<file path="src/rtl/hazard_control_unit_if.sv">
// Pipeline hazard bus: stage register/control inputs to the hazard controller
// and the stall/flush/forward/status outputs it returns.
interface hazard_control_unit_if #(
   parameter int unsigned CNT_W = 32
);
   logic [4:0]       rs1_D, rs2_D;
   logic [4:0]       rs1_E, rs2_E, rd_E;
   logic [2:0]       result_src_E;
   logic             pc_src_E;
   logic [4:0]       rd_M, rd_W;
   logic             reg_write_M, reg_write_W;
   logic             mem_req_M;
   logic             dmem_ready_M;
   logic             stall_F, stall_D, stall_E, stall_M;
   logic             flush_D, flush_E, flush_W;
   logic [1:0]       forward_a_E, forward_b_E;
   logic             mem_error;
   logic [CNT_W-1:0] stall_count, flush_count;

   modport slave (
      input  rs1_D, rs2_D, rs1_E, rs2_E, rd_E, result_src_E, pc_src_E,
      input  rd_M, rd_W, reg_write_M, reg_write_W, mem_req_M, dmem_ready_M,
      output stall_F, stall_D, stall_E, stall_M, flush_D, flush_E, flush_W,
      output forward_a_E, forward_b_E, mem_error, stall_count, flush_count
   );

   modport master (
      output rs1_D, rs2_D, rs1_E, rs2_E, rd_E, result_src_E, pc_src_E,
      output rd_M, rd_W, reg_write_M, reg_write_W, mem_req_M, dmem_ready_M,
      input  stall_F, stall_D, stall_E, stall_M, flush_D, flush_E, flush_W,
      input  forward_a_E, forward_b_E, mem_error, stall_count, flush_count
   );
endinterface

</file>
<file path="src/rtl/hazard_control_unit.sv">
// Stall/flush/forwarding controller for a 5-stage pipeline, with data-memory
// wait sequencing, hung-memory timeout and saturating performance counters.
module hazard_control_unit #(
   parameter logic [2:0]  LOAD_SRC = 3'b001,
   parameter int unsigned MAX_WAIT = 16,
   parameter int unsigned CNT_W    = 32
) (
   input  logic                  CLK,
   input  logic                  CLR,
   hazard_control_unit_if.slave  hz
);
   localparam int unsigned WcW = (MAX_WAIT < 2) ? 1 : $clog2(MAX_WAIT);
   localparam logic [WcW-1:0] WaitLast = WcW'(MAX_WAIT - 1);

   typedef enum logic [1:0] {StRun, StWait, StHalt} state_e;

   state_e           state_q, state_d;
   logic [WcW-1:0]   wait_cnt_q, wait_cnt_d;
   logic             mem_error_q;
   logic [CNT_W-1:0] stall_cnt_q, flush_cnt_q;

   logic       memwait, lw, timeout;
   logic       stall_f, stall_d, stall_e, stall_m;
   logic       flush_d, flush_e, flush_w;
   logic       branch_flush;
   logic [1:0] fwd_a, fwd_b;

   function automatic logic [1:0] fwd_sel(input logic [4:0] rs, input logic wr_m,
                                          input logic [4:0] rd_m, input logic wr_w,
                                          input logic [4:0] rd_w);
      if (wr_m && rd_m != 5'd0 && rd_m == rs) begin
         return 2'b10;
      end else if (wr_w && rd_w != 5'd0 && rd_w == rs) begin
         return 2'b01;
      end
      return 2'b00;
   endfunction

   always_comb begin
      fwd_a = fwd_sel(hz.rs1_E, hz.reg_write_M, hz.rd_M, hz.reg_write_W, hz.rd_W);
      fwd_b = fwd_sel(hz.rs2_E, hz.reg_write_M, hz.rd_M, hz.reg_write_W, hz.rd_W);
   end

   assign memwait = hz.mem_req_M && !hz.dmem_ready_M;
   assign lw      = (hz.result_src_E == LOAD_SRC) && (hz.rd_E != 5'd0) &&
                    ((hz.rd_E == hz.rs1_D) || (hz.rd_E == hz.rs2_D));
   assign timeout = memwait && (wait_cnt_q == WaitLast);

   always_comb begin
      state_d      = state_q;
      wait_cnt_d   = memwait ? wait_cnt_q + WcW'(1) : '0;
      stall_f      = 1'b0;
      stall_d      = 1'b0;
      stall_e      = 1'b0;
      stall_m      = 1'b0;
      flush_d      = 1'b0;
      flush_e      = 1'b0;
      flush_w      = 1'b0;
      branch_flush = 1'b0;

      if (state_q == StHalt) begin
         // Frozen until reset; hold the counter so it cannot wrap.
         wait_cnt_d = wait_cnt_q;
         stall_f    = 1'b1;
         stall_d    = 1'b1;
         stall_e    = 1'b1;
         stall_m    = 1'b1;
         flush_w    = 1'b1;
      end else if (memwait) begin
         stall_f = 1'b1;
         stall_d = 1'b1;
         stall_e = 1'b1;
         stall_m = 1'b1;
         flush_w = 1'b1;
      end else if (hz.pc_src_E) begin
         flush_d      = 1'b1;
         flush_e      = 1'b1;
         branch_flush = 1'b1;
      end else if (lw) begin
         stall_f = 1'b1;
         stall_d = 1'b1;
         flush_e = 1'b1;
      end

      case (state_q)
         StRun: begin
            if (timeout) begin
               state_d = StHalt;
            end else if (memwait) begin
               state_d = StWait;
            end
         end
         StWait: begin
            if (timeout) begin
               state_d = StHalt;
            end else if (!memwait) begin
               state_d = StRun;
            end
         end
         StHalt:  state_d = StHalt;
         default: state_d = StRun;
      endcase
   end

   always_ff @(posedge CLK or posedge CLR) begin
      if (CLR) begin
         state_q     <= StRun;
         wait_cnt_q  <= '0;
         mem_error_q <= 1'b0;
         stall_cnt_q <= '0;
         flush_cnt_q <= '0;
      end else begin
         state_q    <= state_d;
         wait_cnt_q <= wait_cnt_d;
         if (state_d == StHalt) begin
            mem_error_q <= 1'b1;
         end
         if (stall_f && stall_cnt_q != '1) begin
            stall_cnt_q <= stall_cnt_q + CNT_W'(1);
         end
         if (branch_flush && flush_cnt_q != '1) begin
            flush_cnt_q <= flush_cnt_q + CNT_W'(1);
         end
      end
   end

   // Reset forces every pipeline control quiet, independent of the inputs.
   assign hz.stall_F     = stall_f & ~CLR;
   assign hz.stall_D     = stall_d & ~CLR;
   assign hz.stall_E     = stall_e & ~CLR;
   assign hz.stall_M     = stall_m & ~CLR;
   assign hz.flush_D     = flush_d & ~CLR;
   assign hz.flush_E     = flush_e & ~CLR;
   assign hz.flush_W     = flush_w & ~CLR;
   assign hz.forward_a_E = CLR ? 2'b00 : fwd_a;
   assign hz.forward_b_E = CLR ? 2'b00 : fwd_b;
   assign hz.mem_error   = mem_error_q;
   assign hz.stall_count = stall_cnt_q;
   assign hz.flush_count = flush_cnt_q;
endmodule

</file>
<file path="src/flat_wrapper.sv">
// flat-port wrapper written by rule: the top's interface ports become plain ports
module hazard_control_unit_flat 
#(
   parameter logic [2:0]  LOAD_SRC = 3'b001,
   parameter int unsigned MAX_WAIT = 16,
   parameter int unsigned CNT_W    = 32
)
  (CLK, CLR, hz_rs1_D, hz_rs2_D, hz_rs1_E, hz_rs2_E, hz_rd_E, hz_result_src_E, hz_pc_src_E, hz_rd_M, hz_rd_W, hz_reg_write_M, hz_reg_write_W, hz_mem_req_M, hz_dmem_ready_M, hz_stall_F, hz_stall_D, hz_stall_E, hz_stall_M, hz_flush_D, hz_flush_E, hz_flush_W, hz_forward_a_E, hz_forward_b_E, hz_mem_error, hz_stall_count, hz_flush_count);
  hazard_control_unit_if #(.CNT_W(CNT_W)) hz_i ();
  input  logic CLK;
  input  logic CLR;
  input wire logic [$bits(hz_i.rs1_D)-1:0] hz_rs1_D;
  input wire logic [$bits(hz_i.rs2_D)-1:0] hz_rs2_D;
  input wire logic [$bits(hz_i.rs1_E)-1:0] hz_rs1_E;
  input wire logic [$bits(hz_i.rs2_E)-1:0] hz_rs2_E;
  input wire logic [$bits(hz_i.rd_E)-1:0] hz_rd_E;
  input wire logic [$bits(hz_i.result_src_E)-1:0] hz_result_src_E;
  input wire logic [$bits(hz_i.pc_src_E)-1:0] hz_pc_src_E;
  input wire logic [$bits(hz_i.rd_M)-1:0] hz_rd_M;
  input wire logic [$bits(hz_i.rd_W)-1:0] hz_rd_W;
  input wire logic [$bits(hz_i.reg_write_M)-1:0] hz_reg_write_M;
  input wire logic [$bits(hz_i.reg_write_W)-1:0] hz_reg_write_W;
  input wire logic [$bits(hz_i.mem_req_M)-1:0] hz_mem_req_M;
  input wire logic [$bits(hz_i.dmem_ready_M)-1:0] hz_dmem_ready_M;
  output wire logic [$bits(hz_i.stall_F)-1:0] hz_stall_F;
  output wire logic [$bits(hz_i.stall_D)-1:0] hz_stall_D;
  output wire logic [$bits(hz_i.stall_E)-1:0] hz_stall_E;
  output wire logic [$bits(hz_i.stall_M)-1:0] hz_stall_M;
  output wire logic [$bits(hz_i.flush_D)-1:0] hz_flush_D;
  output wire logic [$bits(hz_i.flush_E)-1:0] hz_flush_E;
  output wire logic [$bits(hz_i.flush_W)-1:0] hz_flush_W;
  output wire logic [$bits(hz_i.forward_a_E)-1:0] hz_forward_a_E;
  output wire logic [$bits(hz_i.forward_b_E)-1:0] hz_forward_b_E;
  output wire logic [$bits(hz_i.mem_error)-1:0] hz_mem_error;
  output wire logic [$bits(hz_i.stall_count)-1:0] hz_stall_count;
  output wire logic [$bits(hz_i.flush_count)-1:0] hz_flush_count;
  assign hz_i.rs1_D = hz_rs1_D;
  assign hz_i.rs2_D = hz_rs2_D;
  assign hz_i.rs1_E = hz_rs1_E;
  assign hz_i.rs2_E = hz_rs2_E;
  assign hz_i.rd_E = hz_rd_E;
  assign hz_i.result_src_E = hz_result_src_E;
  assign hz_i.pc_src_E = hz_pc_src_E;
  assign hz_i.rd_M = hz_rd_M;
  assign hz_i.rd_W = hz_rd_W;
  assign hz_i.reg_write_M = hz_reg_write_M;
  assign hz_i.reg_write_W = hz_reg_write_W;
  assign hz_i.mem_req_M = hz_mem_req_M;
  assign hz_i.dmem_ready_M = hz_dmem_ready_M;
  assign hz_stall_F = hz_i.stall_F;
  assign hz_stall_D = hz_i.stall_D;
  assign hz_stall_E = hz_i.stall_E;
  assign hz_stall_M = hz_i.stall_M;
  assign hz_flush_D = hz_i.flush_D;
  assign hz_flush_E = hz_i.flush_E;
  assign hz_flush_W = hz_i.flush_W;
  assign hz_forward_a_E = hz_i.forward_a_E;
  assign hz_forward_b_E = hz_i.forward_b_E;
  assign hz_mem_error = hz_i.mem_error;
  assign hz_stall_count = hz_i.stall_count;
  assign hz_flush_count = hz_i.flush_count;
  hazard_control_unit #(.LOAD_SRC(LOAD_SRC), .MAX_WAIT(MAX_WAIT), .CNT_W(CNT_W)) u_core (.CLK(CLK), .CLR(CLR), .hz(hz_i));
endmodule
</file>
<file path="config.mk">
export PLATFORM = sky130hd
export DESIGN_NAME = hazard_control_unit_flat
export DESIGN_NICKNAME = d
export VERILOG_FILES = /design/src/rtl/hazard_control_unit_if.sv /design/src/rtl/hazard_control_unit.sv /design/src/flat_wrapper.sv
export SDC_FILE = /design/constraint.sdc
export NUM_CORES = 1
export LEC_CHECK = 0
export CAP_MARGIN = 20
export CELL_PAD_IN_SITES_DETAIL_PLACEMENT = 1
export CELL_PAD_IN_SITES_GLOBAL_PLACEMENT = 1
export CORE_ASPECT_RATIO = 0.6
export CORE_MARGIN = 2
export CORE_UTILIZATION = 40
export CTS_BUF_LIST = sky130_fd_sc_hd__clkbuf_8
export DETAILED_ROUTE_END_ITERATION = 10
export HOLD_SLACK_MARGIN = 0.15
export PLACE_DENSITY_LB_ADDON = 0.1
export SETUP_SLACK_MARGIN = 0.4
export SLEW_MARGIN = 20
export SYNTH_ARGS = -nofsm -noshare
export SYNTH_HDL_FRONTEND = slang
export SYNTH_SLANG_ARGS = --single-unit
</file>
<file path="constraint.sdc">
create_clock -name CLK -period 5.58 [get_ports CLK]
set_input_delay 0.837 -clock CLK [delete_from_list [all_inputs] [get_ports CLK]]
set_output_delay 0.837 -clock CLK [all_outputs]
set_load 0.02 [all_outputs]
</file>
* Yosys cells after proc, flatten, opt, wreduce, memory -nomap -nowiden
Index checks and enable logic that the tools add are counted.
** Operators by class
- $add $sub $neg :: 3
- Eq/ne operators :: 13
- Muxes and demuxes :: 30
- Bitwise gates (word level) :: 5
- Reductions and logical operators :: 18
** Operators with widths (number)
- $add A32 B1 Y32 const B :: 2
- $ne A32 B32 Y1 const B :: 2
- $eq A5 B5 Y1 :: 6
- $mux W2 :: 12
- $mux W1 :: 16
- $reduce_bool A5 Y1 :: 3
- $logic_and A1 B1 Y1 :: 12
- $pmux W2 S3 :: 1
- $add A4 B1 Y4 const B :: 1
- $and A1 B1 Y1 :: 4
- $eq A2 B2 Y1 const B :: 2
- $eq A4 B4 Y1 const B :: 1
- $mux W4 :: 1
- $eq A3 B1 Y1 const B :: 1
- $eq A2 B1 Y1 const B :: 1
- $logic_not A2 Y1 :: 1
- $logic_not A1 Y1 :: 1
- $logic_or A1 B1 Y1 :: 1
- $not A1 Y1 :: 1
** Storage, ports and cells
- Flip-flop bits (word level) :: 71
- Input bits :: 45
- Output and inout bits :: 76
- Logic and storage cells :: 74

* Longest topological paths before layout
Gate-level depths: netlist of run 1.
- Depth after elaboration :: 8
- Gate-level depth with buffers :: 9
- Depth with buffers taken out :: 7

* Worst setup path before layout of run 1
OpenSTA, ideal clock, no wires.
- Path type :: input to output
- From :: input CLR
- To :: output hz_forward_a_E[0]
- Data arrival time :: 3.759 ns
- Data required time :: 4.743 ns
- Path slack :: 0.984 ns
- Stages on the path :: 4
- Path buffers :: 0
- Cells stage by stage :: inv_1 > o211ai_1 > or4_1 > nor4_1
** On the way
- Cells in the longest elaborated chain, start to end :: 1
** Ends and longest elaborated chain
- start, declared :: RTL line flat_wrapper.sv:11 : input logic CLR;
- $mux W2 :: RTL line hazard_control_unit.sv:135 : assign hz.forward_a_E = CLR ? 2'b00 : fwd_a;
- end, declared :: RTL line flat_wrapper.sv:32 : output wire logic [$bits(hz_i.forward_a_E)-1:0] hz_forward_a_E;
No other way between the ends.

* Worst setup path after layout of run 1
- From :: input hz_rd_M[1]
- To :: output hz_forward_a_E[0]
** On the way
- Cells in the longest elaborated chain, start to end :: 6
- Elaborated cells between the ends (all ways) :: 8
- Those cells by class :: eq/ne: 1; mux: 4; reduce/logical: 3
** Ends and longest elaborated chain
- start, declared :: RTL line flat_wrapper.sv:19 : input wire logic [$bits(hz_i.rd_M)-1:0] hz_rd_M;
- $reduce_bool A5 Y1 :: RTL line hazard_control_unit.sv:31 : if (wr_m && rd_m != 5'd0 && rd_m == rs) begin
- $logic_and A1 B1 Y1 :: RTL line hazard_control_unit.sv:31
- $logic_and A1 B1 Y1 (*) :: RTL line hazard_control_unit.sv:31
- $mux W2 or $mux W1 (tied branches) :: RTL line hazard_control_unit.sv:31
- $mux W2 (*) :: RTL line hazard_control_unit.sv:36 : return 2'b00;
- $mux W2 (*) :: RTL line hazard_control_unit.sv:135
Mark *: on every way between the ends. The rest lies on a longest branch, timed or not.

==> results of run 1 <==
==> power by group <==
part / switching (mW) / total (mW) / internal [mW]
registers: 0.000423 / 0.515 / 0.514
logic: 0.0393 / 0.0864 / 0.0471
clock network: 0.202 / 0.500 / 0.298
==> routing by layer <==
metal  up-vias  GRT usage [%]  wire length, µm
met2        88          34.84             4692
li1       1588              -                -
met4         0          3.913               44
met3         4          6.742              622
met1      1583          28.50             5310
met5         -              0                0
==> worst register-to-register path: stages, from the launching register on <==
cell and delay [ns]:
dfrtp_1 0.45, ha_1 0.22, nand4_1 0.28, nor2_1 0.27, nand3_4 0.13, nor4_4 0.51
buf_4 0.32, nor2_2 0.08, mux2_4 0.31
==> registers in the layout (all words and copies together) (netlist names) <==
register	cells
u_core.hz.flush_count	32
u_core.hz.stall_count	32
u_core.state_q	2
u_core.hz.mem_error	1
u_core.wait_cnt_q	4
==> layout by cell type, fill, tap and decap left out, types with 3 or more instances in the layout <==
master           instances
nor3b_1                  3
clkbuf_8                 9
and4_1                   5
inv_1                    3
nor4_1                  14
xor2_1                  50
and2_1                   5
nand2_1                 29
o21ai_0                  5
mux2_2                   4
bufinv_16                3
nor2_1                  19
dfrtp_1                 71
buf_4                    3
nand4_1                 19
nand4_2                  3
and3_1                   7
ha_1                     3
nand3_1                 25
clkdlybuf4s50_1        120
xnor2_1                 40
nor3_1                  21
or4_1                    5
==> area by class of cell <==
cell class	instances	area, µm²	area share [%]
repair buffers	123	1224	22.28
flip-flops and latches	71	1777	32.35
multi-input cells	290	2069	37.69
inverters	4	15.01	0.2734
well taps	130	162.7	2.962
clock buffers	9	123.9	2.256
clock inverters	7	120.1	2.187
==> cells by family (layout without fill, tap and decap cells) <==
logic type / after synthesis / after routing
and+or+nand+nor: 176 / 176
xor gates and xnor gates: 90 / 90
DFF: 71 / 71
AOI/OAI and AO/OA: 16 / 16
buffers and inverters: 16 / 143
muxes: 5 / 5
adders and majority gates: 3 / 3
==> final timing paths <==
| check | endpoint | slack [ns] | cells past startpoint |
|---|---|---|---|
| max | hz_forward_a_E[0] | 1.43 | 6 |
| min | u_core.hz.mem_error | 0.49 | 1 |
| max reg2reg | u_core.hz.stall_count[1] | 2.91 | 8 |
| min reg2reg | u_core.hz.mem_error | 0.49 | 1 |
| max in group asynchronous | u_core.hz.flush_count[16] | 3.70 | 3 |
| min in group asynchronous | u_core.wait_cnt_q[0] | 1.29 | 3 |
==> cell usage after synthesis, types with 2 or more instances <==
| library cell | count |
|---|---|
| and2_1 | 5 |
| and3_1 | 7 |
| and4_1 | 5 |
| buf_2 | 4 |
| buf_4 | 4 |
| clkbuf_1 | 3 |
| dfrtp_1 | 71 |
| ha_1 | 3 |
| inv_1 | 4 |
| mux2_2 | 4 |
| nand2_1 | 29 |
| nand2b_1 | 2 |
| nand3_1 | 25 |
| nand4_1 | 19 |
| nand4_2 | 3 |
| nor2_1 | 19 |
| nor2_2 | 2 |
| nor2b_1 | 2 |
| nor3_1 | 21 |
| nor3_4 | 2 |
| nor3b_1 | 3 |
| nor4_1 | 14 |
| nor4_4 | 2 |
| nor4b_1 | 2 |
| o21ai_0 | 5 |
| or3_4 | 2 |
| or4_1 | 5 |
| xnor2_1 | 40 |
| xor2_1 | 50 |
==> through the flow <==
step | worst slack [ns] | util (%) | power (mW) | hold WS [ns] | instance area, µm²
5_1_grt | 1.314 | 58.68 | 1.145 | 0.5130 | 5492
2_1_floorplan | 0.9845 | - | 0.5622 | 0.4465 | 3934
6_report | 1.433 | 58.68 | 1.102 | 0.4876 | 5492
3_3_place_gp | 1.485 | 56.08 | 0.6114 | 0.4622 | 5248
4_1_cts | 1.402 | 58.68 | 1.116 | 0.4942 | 5492
3_5_place_dp | 1.426 | 56.08 | 0.6127 | 0.4656 | 5248
==> flow_summary.yaml, run 1 <==
synth:
  synth_simple_gate_area_share_pct: 27.19
  ys_types: 49
  synthFlopType: "dfrtp_1"
  yosys.area_share.adder_pct: 0.9542
  syn_nets: 425
  synthArstFlopShare_pct: 100.0
  synth_top_family_by_area: "simple AND/OR/NAND/NOR gates"
  synth_seq_cells: 71
  syn_area_per_cell_um2: 10.43
  synth_cells: 377
  synth_area_leader_cell: "dfrtp_1"
  synth_edf_count: 0
  synth-seq-area-share_pct: 45.17
  synth_top_area_share_pct: 45.17
  synth_compound_area_share_pct: 2.894
  synth_area_mm2: 0.003934
  synth_area_leaders: "dfrtp_1 (45%), xor2_1 (11%), xnor2_1 (8.9%)"
  muxShareOfSynthArea_pct: 1.527
  synth_xor_xnor_area_share_pct: 20.04
  synth_warnings: 0
global_routing:
  grt_pass1_wl_mm: 17.93
  grt_max_degree: 72
  grt_pass1_vias: 3510
  grt-ovfl-total: 0
  antenna_found_initial: 0
  grt_usage_pct: 21.34
worst_setup_path:
  worstPathRequired_ns: 4.74
  r2r-start: "u_core.hz.stall_count[0]"
  cp_num_buf_inv: 2
  crit_fanout: 4
  slowest_stage: "clkdlybuf4s50_1"
  cp_common_cell: "clkdlybuf4s50_1"
  cp-end-kind: "output pin"
  worstSetupPathType: "input port to output pin"
  start_kind: "input port"
  path_delay_family: "buffers and inverters"
  startpoint: "hz_rd_M[1]"
  cp_slowest_stage_delay_ns: 0.68
  arrival_ns: 3.31
  crit_chain: "clkdlybuf4s50_1 > or4_1 > o21ai_0 > nor3_1 > nor4_1 > clkdlybuf4s50_1"
final_layout:
  syn_to_final_growth_pct: 39.60
  n_antenna_cell: 0
  drive_above_1_share_pct: 8.730
  fin_cells: 634
  nets: 547
  nFillCells: 1032
clock_tree:
  ctsHoldBuffers: 0
  clk_path_buf_depth: 2
  clk_pin_slew_ns: 0.07
  cts-resized-gates: 0
  clk_latency_ns: 0.35
  cts_tree: "built"
  cts_sinks: 71
  root_buffer: "clkbuf_8"
  cts_buffers: 9
  post_cts_buffers: 0
  htreeDepth: 3
floorplanning:
  die_area_mm2: 0.01067
  ioPinCount: 121
  core-area_mm2: 0.009358
  die_width_um: 132.0
  fp-row-count: 27
  initial_core_util_pct: 42.04
  die_h_um: 80.82
detailed_routing:
  finalWirelength_mm: 10.67
  drt-initial-drc-count: 91
  post_drt_wl_per_cell_um: 16.83
  routed_via_density: 5.147
  drtAntennaViolNets: 0
  dr_total_vias: 3263
  drc: 0
  dr.pass1.iters: 4
sta:
  drv_slew: 0
  worstMarginPinSlew_ns: 0.8989
  skew_ns: 0.01157
  timing.fmax_ghz: 0.2411
  post-route-min-period_ns: 4.147
  period_share_pct: 74.32
  relSlewSlack_pct: 40.07
  setup_violations: 0
  rsz0062_at_grt: "false"
  timing.final.hold_violations: 0
  fin_tns_setup_ns: 0
power_and_ir_drop:
  cellPowerDensity_mw_per_mm2: 200.6
  power_leakage_nw: 2.208
  vdd_drop_max_mv: 0.1209
run_status:
  outcome: "finished, final reports clean"
min_path:
  hold_path.class: "flip-flop to flip-flop"
  min-delay-start: "u_core.hz.mem_error"
place:
  dp_cells: 618
  dp_hpwl_mm: 8.194
  place.gp.congestion: 0.7932
  io_buffers: 120
job:
  cap_violations: 0
No activity file was read; power rests on OpenSTA's default activity.
==> inputs of run 2 (changes only) <==
--- a/config.mk
+++ b/config.mk
@@ -10,7 +10,7 @@
 export CELL_PAD_IN_SITES_GLOBAL_PLACEMENT = 1
 export CORE_ASPECT_RATIO = 0.6
 export CORE_MARGIN = 2
-export CORE_UTILIZATION = 40
+export CORE_UTILIZATION = 33
 export CTS_BUF_LIST = sky130_fd_sc_hd__clkbuf_8
 export DETAILED_ROUTE_END_ITERATION = 10
 export HOLD_SLACK_MARGIN = 0.15
==> constraint.sdc (replaced) <==
create_clock -name CLK -period 3.6 [get_ports CLK]
set_input_delay 0.54 -clock CLK [delete_from_list [all_inputs] [get_ports CLK]]
set_output_delay 0.54 -clock CLK [all_outputs]
set_load 0.02 [all_outputs]
==> run 2 against run 1 <==
Effect of this change:
- register-to-register slack got worse by 1.7 ns
- highest routed layer unchanged
- largest cell class unchanged
- final cell count increased by 5.2%
- clock skew increased by 0.00075 ns
- critical endpoint is now hz_forward_b_E[0]
- core utilization decreased by 10 points
==> flow_summary.yaml, run 2 (synthesis gave the netlist of run 1 again) <==
run_status:
  outcome: "finished, final reports clean"
global_routing:
  grt-ovfl-total: 0
  grt_usage_pct: 17.39
  grt_pass1_vias: 3320
  antenna_found_initial: 0
  grt_max_degree: 72
  grt_pass1_wl_mm: 17.66
floorplanning:
  core-area_mm2: 0.01145
  die_area_mm2: 0.01284
  die_width_um: 145.0
  initial_core_util_pct: 34.36
  ioPinCount: 121
  fp-row-count: 30
  die_h_um: 88.57
worst_setup_path:
  worstSetupPathType: "input port to output pin"
  cp_slowest_stage_delay_ns: 0.54
  slowest_stage: "or4_1"
  crit_chain: "clkdlybuf4s50_1 > or4_1 > o21ai_0 > buf_4 > nor3_1 > nor4_2 > clkdlybuf4s15_1"
  path_delay_family: "buffers and inverters"
  worstPathRequired_ns: 3.06
  arrival_ns: 2.61
  crit_fanout: 3
  start_kind: "input port"
  cp-end-kind: "output pin"
  cp_num_buf_inv: 3
clock_tree:
  root_buffer: "clkbuf_8"
  cts_sinks: 71
  cts_tree: "built"
  htreeDepth: 3
  clk_path_buf_depth: 2
  ctsHoldBuffers: 0
  clk_pin_slew_ns: 0.07
  cts-resized-gates: 2
  post_cts_buffers: 0
  clk_latency_ns: 0.35
  cts_buffers: 9
place:
  dp_hpwl_mm: 8.115
  dpl_cell_area_mm2: 0.005324
  io_buffers: 120
  place.gp.congestion: 0.7948
sta:
  setup_violations: 0
  hold_slack_ns: 0.4788
  skew_ns: 0.01231
  relSlewSlack_pct: 39.12
  post-route-min-period_ns: 3.155
  period_share_pct: 87.64
  timing.final.hold_violations: 0
  drv_slew: 0
  fin_tns_setup_ns: 0
  rsz0062_at_grt: "true"
  timing.fmax_ghz: 0.3170
  worstMarginPinSlew_ns: 0.9132
final_layout:
  final_common_cell: "clkdlybuf4s50_1"
  final_cell_mix: "clkdlybuf4s50_1 (115), dfrtp_1 (71), xor2_1 (50)"
  n_antenna_cell: 0
  syn_to_final_growth_pct: 40.71
  design_area_mm2: 0.005535
  drive_above_1_share_pct: 9.665
  nets: 550
min_path:
  hold_path.class: "flip-flop to flip-flop"
detailed_routing:
  dr_total_vias: 3265
  drtAntennaViolNets: 0
  finalWirelength_mm: 10.70
  drc: 0
  post_drt_wl_per_cell_um: 16.04
  dr.pass1.iters: 4
  routed_via_density: 4.895
  drt-initial-drc-count: 99
power_and_ir_drop:
  power_leakage_nw: 2.242
  vdd_drop_max_mv: 0.2352
  cellPowerDensity_mw_per_mm2: 289.2
job:
  cap_violations: 0
## run 2: cell types whose count changed in the layout (fill, tap and decap cells not counted), sizes merged
cell,change
dlygate4sd2,+1
clkinvlp,+2
bufinv,-2
dlymetal6s2s,+3
clkdlybuf4s50,-5
buf,+3
clkbuf,+1
inv,-1
clkdlybuf4s15,+1
## run 2: final timing paths
kind	from	end	slack, ns	cells after the start
hold / removal	u_core.hz.mem_error	u_core.hz.mem_error	0.48	1
max in group asynchronous	CLR	u_core.hz.stall_count[21]	2.12	3
setup / recovery	hz_rd_M[1]	hz_forward_b_E[0]	0.45	7
hold reg to reg	u_core.hz.mem_error	u_core.hz.mem_error	0.48	1
setup reg to reg	u_core.hz.stall_count[0]	u_core.hz.stall_count[1]	1.22	8
min in group asynchronous	CLR	u_core.hz.flush_count[7]	0.89	3
## run 2: metal layers
| metal | up-vias | global-route usage, % | wire, µm |
|---|---|---|---|
| li1 | 1590 | - | - |
| met1 | 1597 | 25.27 | 5552 |
| met2 | 70 | 25.93 | 4582 |
| met3 | 8 | 5.052 | 484 |
| met4 | 0 | 3.510 | 80 |
| met5 | - | 0 | 0 |
## run 2: where the power goes
group	leakage (nW)	total, mW	internal, mW	switching (mW)
sequential	0.851	0.798	0.797	0.000645
combinational	1.29	0.137	0.0744	0.0622
clock	0.0989	0.666	0.341	0.325
total	2.24	1.60	1.21	0.388
## run 2: through the flow
step	std cells	total power, mW	setup slack, ns	utilization, %
final	667	1.601	0.4450	48.35
after global routing	667	1.671	0.3296	48.35
after CTS	667	1.629	0.4033	48.27
after detailed placement	651	0.9538	0.1377	46.50
after global placement	651	0.9523	0.1592	46.50
after floorplan	377	0.8728	0.6072	-
## run 2: area by class of cell
type,instances,area [µm²]
Clock buffer,10,137.6
Clock inverter,6,67.56
Fill cell,1274,5913
Inverter,4,18.77
Multi-Input combinational cell,290,2082
Sequential cell,71,1777
Tap cell,160,200.2
Timing Repair Buffer,126,1252
